### src/rtl/snitch_icache_pkg.sv
// Shared configuration and state types for the instruction-cache tag path.
package snitch_icache_pkg;

  typedef struct packed {
    int unsigned SET_COUNT;
    int unsigned LINE_COUNT;
    int unsigned COUNT_ALIGN;
    int unsigned TAG_WIDTH;
  } config_t;

  localparam config_t DefaultCfg = '{
    SET_COUNT:   32'd2,
    LINE_COUNT:  32'd128,
    COUNT_ALIGN: 32'd7,
    TAG_WIDTH:   32'd37
  };

  typedef enum logic [1:0] {
    TagInit  = 2'd0,
    TagIdle  = 2'd1,
    TagFlush = 2'd2
  } tag_state_e;

endpackage

### src/rtl/snitch_icache_tag_cmp.sv
// Per-way tag compare with parity check; flags parity errors and multi-way hits.
module snitch_icache_tag_cmp
  import snitch_icache_pkg::*;
#(
  parameter int unsigned SetCount = DefaultCfg.SET_COUNT,
  parameter int unsigned TagWidth = DefaultCfg.TAG_WIDTH
) (
  input  logic [SetCount-1:0][TagWidth+1:0] rtag,
  input  logic [TagWidth-1:0]               tag,
  output logic                              hit,
  output logic [SetCount-1:0]               way,
  output logic                              err
);

  typedef struct packed {
    logic                valid;
    logic                parity;
    logic [TagWidth-1:0] tag;
  } tag_entry_t;

  logic [SetCount-1:0] match;
  logic [SetCount-1:0] perr;
  logic                one_hot;
  logic                multi;
  tag_entry_t          entry;

  // A way with a parity error never counts as a match.
  always_comb begin
    match = '0;
    perr  = '0;
    entry = '0;
    for (int w = 0; w < SetCount; w++) begin
      entry    = tag_entry_t'(rtag[w]);
      perr[w]  = entry.valid & ((^entry.tag) != entry.parity);
      match[w] = entry.valid & ~perr[w] & (entry.tag == tag);
    end
  end

  assign one_hot = (match != '0) && ((match & (match - SetCount'(1))) == '0);
  assign multi   = (match != '0) && !one_hot;
  assign hit     = one_hot;
  assign way     = one_hot ? match : '0;
  assign err     = (|perr) | multi;

endmodule

### src/rtl/snitch_icache_tag_ctrl.sv
// Tag SRAM sequencer: init/flush sweeps, refill writes, lookup reads with a
// 2-cycle response pipeline, round-robin victim choice.
module snitch_icache_tag_ctrl
  import snitch_icache_pkg::*;
#(
  parameter config_t CFG            = DefaultCfg,
  parameter type     sram_cfg_tag_t = logic
) (
  input  logic                                        clk_i,
  input  logic                                        rst_i,
  input  sram_cfg_tag_t                               sram_cfg_tag_i,
  output sram_cfg_tag_t                               sram_cfg_tag_o,
  input  logic                                        flush_valid_i,
  output logic                                        flush_ready_o,
  input  logic                                        lookup_valid_i,
  output logic                                        lookup_ready_o,
  input  logic [CFG.COUNT_ALIGN-1:0]                  lookup_addr_i,
  input  logic [CFG.TAG_WIDTH-1:0]                    lookup_tag_i,
  output logic                                        rsp_valid_o,
  input  logic                                        rsp_ready_i,
  output logic                                        rsp_hit_o,
  output logic [CFG.SET_COUNT-1:0]                    rsp_way_o,
  output logic                                        rsp_err_o,
  input  logic                                        refill_valid_i,
  output logic                                        refill_ready_o,
  input  logic [CFG.COUNT_ALIGN-1:0]                  refill_addr_i,
  input  logic [CFG.TAG_WIDTH-1:0]                    refill_tag_i,
  output logic [CFG.SET_COUNT-1:0]                    refill_way_o,
  output logic                                        busy_o,
  output logic [CFG.SET_COUNT-1:0]                    ram_enable_o,
  output logic                                        ram_write_o,
  output logic [CFG.COUNT_ALIGN-1:0]                  ram_addr_o,
  output logic [CFG.SET_COUNT-1:0][CFG.TAG_WIDTH+1:0] ram_wtag_o,
  input  logic [CFG.SET_COUNT-1:0][CFG.TAG_WIDTH+1:0] ram_rtag_i
);

  localparam int unsigned SetCount   = CFG.SET_COUNT;
  localparam int unsigned LineCount  = CFG.LINE_COUNT;
  localparam int unsigned CountAlign = CFG.COUNT_ALIGN;
  localparam int unsigned TagWidth   = CFG.TAG_WIDTH;

  typedef struct packed {
    logic                valid;
    logic                parity;
    logic [TagWidth-1:0] tag;
  } tag_entry_t;

  tag_state_e            state_q;
  logic [CountAlign-1:0] cnt_q;
  logic [SetCount-1:0]   victim_q;
  logic                  rd_pend_q;
  logic [TagWidth-1:0]   rd_tag_q;
  logic                  rsp_valid_q;
  logic                  rsp_hit_q;
  logic [SetCount-1:0]   rsp_way_q;
  logic                  rsp_err_q;

  logic                  idle;
  logic                  stall;
  logic                  flush_hs;
  logic                  refill_hs;
  logic                  lookup_hs;
  logic                  cmp_hit;
  logic [SetCount-1:0]   cmp_way;
  logic                  cmp_err;
  tag_entry_t            refill_entry;

  assign sram_cfg_tag_o = sram_cfg_tag_i;

  // A held response with a read behind it freezes every SRAM request.
  assign idle           = (state_q == TagIdle);
  assign stall          = rd_pend_q & rsp_valid_q & ~rsp_ready_i;
  assign flush_ready_o  = idle & ~rd_pend_q;
  assign refill_ready_o = idle & ~flush_valid_i & ~stall;
  assign lookup_ready_o = idle & ~flush_valid_i & ~refill_valid_i & ~stall;
  assign flush_hs       = flush_valid_i & flush_ready_o;
  assign refill_hs      = refill_valid_i & refill_ready_o;
  assign lookup_hs      = lookup_valid_i & lookup_ready_o;

  assign busy_o       = ~idle;
  assign refill_way_o = victim_q;
  assign rsp_valid_o  = rsp_valid_q;
  assign rsp_hit_o    = rsp_hit_q;
  assign rsp_way_o    = rsp_way_q;
  assign rsp_err_o    = rsp_err_q;

  assign refill_entry = '{valid: 1'b1, parity: ^refill_tag_i, tag: refill_tag_i};

  // SRAM request mux: sweep write, refill write to victim, or lookup read.
  always_comb begin
    ram_enable_o = '0;
    ram_write_o  = 1'b0;
    ram_addr_o   = '0;
    ram_wtag_o   = '0;
    if (!idle) begin
      ram_enable_o = '1;
      ram_write_o  = 1'b1;
      ram_addr_o   = cnt_q;
    end else if (refill_hs) begin
      ram_enable_o = victim_q;
      ram_write_o  = 1'b1;
      ram_addr_o   = refill_addr_i;
      for (int w = 0; w < SetCount; w++) begin
        ram_wtag_o[w] = refill_entry;
      end
    end else if (lookup_hs) begin
      ram_enable_o = '1;
      ram_addr_o   = lookup_addr_i;
    end
  end

  snitch_icache_tag_cmp #(
    .SetCount (SetCount),
    .TagWidth (TagWidth)
  ) i_cmp (
    .rtag (ram_rtag_i),
    .tag  (rd_tag_q),
    .hit  (cmp_hit),
    .way  (cmp_way),
    .err  (cmp_err)
  );

  always_ff @(posedge clk_i) begin
    if (rst_i) begin
      state_q     <= TagInit;
      cnt_q       <= '0;
      victim_q    <= SetCount'(1);
      rd_pend_q   <= 1'b0;
      rd_tag_q    <= '0;
      rsp_valid_q <= 1'b0;
      rsp_hit_q   <= 1'b0;
      rsp_way_q   <= '0;
      rsp_err_q   <= 1'b0;
    end else begin
      case (state_q)
        TagInit, TagFlush: begin
          if (cnt_q == CountAlign'(LineCount - 1)) begin
            state_q <= TagIdle;
            cnt_q   <= '0;
          end else begin
            cnt_q <= cnt_q + CountAlign'(1);
          end
        end
        TagIdle: begin
          if (flush_hs) begin
            state_q <= TagFlush;
            cnt_q   <= '0;
          end
        end
        default: begin
          state_q <= TagInit;
          cnt_q   <= '0;
        end
      endcase

      if (refill_hs) begin
        victim_q <= (victim_q << 1) | SetCount'(victim_q[SetCount-1]);
      end

      if (lookup_hs) begin
        rd_tag_q <= lookup_tag_i;
      end
      rd_pend_q <= lookup_hs | stall;

      // Response register: load when the read can advance, else drain.
      if (rd_pend_q && !stall) begin
        rsp_valid_q <= 1'b1;
        rsp_hit_q   <= cmp_hit;
        rsp_way_q   <= cmp_way;
        rsp_err_q   <= cmp_err;
      end else if (rsp_ready_i) begin
        rsp_valid_q <= 1'b0;
      end
    end
  end

endmodule

### config.mk
export PLATFORM = sky130hd
export DESIGN_NAME = snitch_icache_tag_ctrl
export DESIGN_NICKNAME = d
export VERILOG_FILES = /design/src/rtl/snitch_icache_pkg.sv /design/src/rtl/snitch_icache_tag_cmp.sv /design/src/rtl/snitch_icache_tag_ctrl.sv
export SDC_FILE = /design/constraint.sdc
export NUM_CORES = 1
export LEC_CHECK = 0
export ABC_AREA = 1
export BUFFER_PORTS_ARGS = -buffer_cell sky130_fd_sc_hd__buf_2
export CAP_MARGIN = 0
export CELL_PAD_IN_SITES_DETAIL_PLACEMENT = 0
export CELL_PAD_IN_SITES_GLOBAL_PLACEMENT = 2
export CORE_MARGIN = 1.5
export CORE_UTILIZATION = 22
export CTS_CLUSTER_DIAMETER = 80
export DETAILED_ROUTE_END_ITERATION = 8
export GPL_TIMING_DRIVEN = 0
export PLACE_DENSITY_LB_ADDON = 0.2
export SYNTH_ARGS = -nofsm -noshare
export SYNTH_HDL_FRONTEND = slang
export SYNTH_SLANG_ARGS = --single-unit
### constraint.sdc
create_clock -name clk_i -period 2.35 [get_ports clk_i]
set_input_delay 0.47 -clock clk_i [delete_from_list [all_inputs] [get_ports clk_i]]
set_output_delay 0.47 -clock clk_i [all_outputs]
set_load 0.02 [all_outputs]
==> summary.md <==
| Metric | Value |
|---|---|
| CP endpoint kind | primary output |
| Tot Pwr | about 0.0028 W |
| Multi-input logic area | 3860 um^2 |
| Initial DRC Count | about 320 |
| Non-Filler Instances | ~1,600 |
| Pins Over Slew Limit | 0 |
| RR Endpoint | rsp_hit_o |
| GRT Total Usage | 0.189 |
| Failing checks | negative setup slack |
| Top delay family on crit path | XOR/XNOR gates |
| Mapped cell area | about 5800 um^2 |
| Worst-Skew Late Latency | just under 300 ps |
| Clock Pin Slew Worst Setup and Hold Paths | 80 ps |
| Switching Fraction | 0.366 |
| CTS Buf Count | 5 |
| Post-synth EDFFs | 0 |
| Asr flop ratio synth | 0 |
| Hold depth | 3 |
| Synth Area per Inst | between 5 and 6 um^2 |
| Die Span X | roughly 160 um |
| CP bufs+invs | 3 |
| H-tree Lvls | 2 |
| RSZ-0062 raised after global routing | yes |
| Slack of the critical path | -2.85 ps |
| Worst hold endpoint | rd_tag_q[33] |
| Total placed cells including tap cells | roughly 1,600 |
| Most frequent CP cell | nand2_1 |
| Cell Chain, Critical Path | buf_2 -> xor2_1 -> xnor2_2 -> xor2_2 -> nand2_1 -> nand2_1 -> nand3_2 -> a21oi_2 -> nor2_2 -> buf_4 -> buf_6 |
| Sequential element share of the synthesized area | 0.188 |
| R2R cell count | 10 |
| Reg2reg start | rd_tag_q[15] |
| Max Fanout on Critical Path | 2 |
| Worst EP arrival | roughly 1900 ps |
| Longest Clk Path Bufs | 2 |
| Starting density of the core | 0.226 |
| Startpoint types | primary input |
| Final design area excluding fillers | just over 8000 um^2 |
| Area growth syn-to-layout | 40.4% |
| Final hold violations | 0 |
| Clock Sinks | 54 |
| Period utilization | 1.00 |
| Drt drc | 0 |
| Core ar. | around 25,000 um^2 |
| Port Buffers | ~270 |
| Final ANT Viol Nets | 0 |
| Worst-margin pin slew | 588 ps |
| Clock network fraction of design power | 0.274 |
| Post-Route Setup TNS | -2.85 ps |
| Worst reg2reg setup slack | between 200 and 300 ps |
| Psw | between 0.001 and 0.0015 W |
| Drt total wl | 26.3 mm |
| Vias per cell | approximately 4.4 |
| Die area | approximately 27,000 um^2 |
| DRT Pass-1 Iters | 5 |
| Slew margin rel. | 0.608 |
| Die Height | approximately 160 um |
| Most common cell after layout, fill and taps aside | nand2_1 |
| Synthesized flop and latch total | between 50 and 60 |
| Flop pwr share | 0.333 |
| Worst Min Path Start | lookup_tag_i[33] |
| Area after DPL | 7520 um^2 |
| I/O pin cnt | roughly 270 |
| Post-layout util | 0.318 |
| Storage cell area | roughly 1100 um^2 |
| First-pass GRT wire length | roughly 38 mm |
| Ratio of cells with drive above 1 in the final layout | 0.313 |
| Combinational Power Share | 0.393 |
| Static leakage | roughly 4.5 nW |
| Worst IR Drop VDD | 0.236 mV |
| Critical path class | in2out |
| Initial antenna violation count | 3 |
| Hold WC Path Type | in2reg |
| DR WL/cell | roughly 16 um |
| Final #Nets | ~1,500 |
| Maximum number of pins on one net before global-route repair | 18 |
| Rows | slightly below 60 |
| Slowest cell on crit path | xnor2_2 |
| CTS tree | yes |
| Cell Int Power | between 0.0015 and 0.002 W |
| Root Buffer Master | clkbuf_16 |
| CP peak stage delay | about 290 ps |
| WP data required | between 1500 and 2000 ps |
| Number of fill cells | 2,980 |
| Post-layout min period | 2350 ps |
| Power Density | about 340 nW/um^2 |
| Worst Clk Skew | between 10 and 15 ps |
| Syn_nets | ~1,200 |
| Cell type with the largest total area after synthesis | nand2_1 |
| Synth top area share | 0.239 |
| Via Count | a little over 7,000 |
| Mapped Cells | 1,023 |
| Hpwl dp | ~23 mm |
| Vias in the first global route | around 6,600 |
| Status | complete, but fails checks |
| Synth warn | 0 |
| RD Place Congestion | ~0.85 |
| Fmax | around 430 MHz |
| Grt ovf | 0 |
| Post-synth top flop | dfxtp_1 |
| Most frequent cells in the layout | nand2_1 (357), buf_2 (258), inv_1 (157) |
| Distinct cells, synth | 34 |
| Area contributors post-synth | nand2_1 (24%), dfxtp_1 (19%), inv_1 (11%) |
| MaxCap Viol Count | 0 |
| Final setup violation count | 1 |
[tightest hold or removal path: cells and delay by family]
kind | cells | cell delay [ps]
AO/OA/AOI/OAI | 2 | 160
buffers and inverters | 1 | 80
[cell families after synthesis]
group,share of synthesized area
simple gates,0.368
buf+inv,0.187
compound gates,0.142
xor+xnor,0.107
flops,0.188
fa+ha+maj,0.00870
[cell type report]
type                    instances  share of cell area
multi-input cells             741               0.478
plain buffers                  60              0.0563
flip-flops and latches         54               0.134
well taps                     330              0.0511
repair buffers                277               0.183
diodes                          1            0.000310
clock inverters                 2             0.00201
inverters                     168              0.0787
clock buffers                   6              0.0160
[sequential cells by signal, summed over array words and instances, names as in the netlist]
register and flops:
rsp_valid_o 1, rsp_err_o 1, cnt_q 7, state_q 2
rd_pend_q 1, rsp_hit_o 1, rd_tag_q 37, rsp_way_o 2
refill_way_o 2
[repair_timing]
item | in CTS | in global routing
resized for setup | 34 | 62
setup endpoints to repair | 86 | 66
buffers inserted | 4 | 2
pin swaps | 9 | 14
hold buffers | 0 | 0
[Yosys cell counts, types with 2 or more instances]
| cell | instances |
|---|---|
| nor2_4 | 3 |
| nand2_2 | 2 |
| xnor2_1 | 52 |
| a211oi_1 | 6 |
| o2111ai_1 | 2 |
| o21ai_0 | 26 |
| nand2_1 | 366 |
| nand3_1 | 47 |
| xor2_1 | 18 |
| a21oi_1 | 49 |
| o22ai_1 | 36 |
| dfxtp_1 | 54 |
| buf_4 | 40 |
| nor2_1 | 80 |
| nand3_2 | 2 |
| o21ai_1 | 20 |
| nand3b_1 | 5 |
| nor2_2 | 3 |
| a221oi_1 | 3 |
| ha_1 | 4 |
| buf_6 | 7 |
| nor4_1 | 2 |
| buf_2 | 5 |
| inv_1 | 165 |
| inv_2 | 2 |
| nand4_1 | 7 |
| nor3_1 | 4 |
| clkbuf_1 | 7 |
[how the worst max path moves through the flow]
stage	startpoint	to	slack, ps	depth (start not counted)
after detailed placement	ram_rtag_i[63]	rsp_hit_o	-240	17
after global placement	ram_rtag_i[63]	rsp_hit_o	-240	17
after global routing	refill_tag_i[6]	ram_wtag_o[76]	-150	12
final	refill_tag_i[4]	ram_wtag_o[76]	-3	11
after floorplan	state_q[0]	ram_wtag_o[76]	80	12
after CTS	refill_tag_i[9]	ram_wtag_o[76]	-60	12
[per-layer routing]
| layer | global-route usage | up-vias | part of all wire |
|---|---|---|---|
| li1 | - | 3711 | - |
| met1 | 0.253 | 3196 | 0.47 |
| met2 | 0.325 | 203 | 0.47 |
| met3 | 0.0246 | 20 | 0.052 |
| met4 | 0.0340 | 4 | 0.011 |
| met5 | 0 | - | 0.00084 |
[power groups by stage]
| stage | Clock (W) | Sequential, W | Combinational (W) |
|---|---|---|---|
| 2_1_floorplan | 0 | 0.000944 | 0.000613 |
| 3_3_place_gp | 0 | 0.000946 | 0.00100 |
| 3_5_place_dp | 0 | 0.000946 | 0.00101 |
| 4_1_cts | 0.000781 | 0.000924 | 0.00105 |
| 5_1_grt | 0.000813 | 0.000925 | 0.00123 |
| 6_report | 0.000759 | 0.000924 | 0.00109 |
[through the flow]
stage,hold slack (ps),setup slack [ps]
6_report,443,-2.85
5_1_grt,449,-148
4_1_cts,433,-64.7
3_5_place_dp,483,-240
3_3_place_gp,471,-237
2_1_floorplan,464,82.3
No activity file was read; power rests on OpenSTA's default activity.
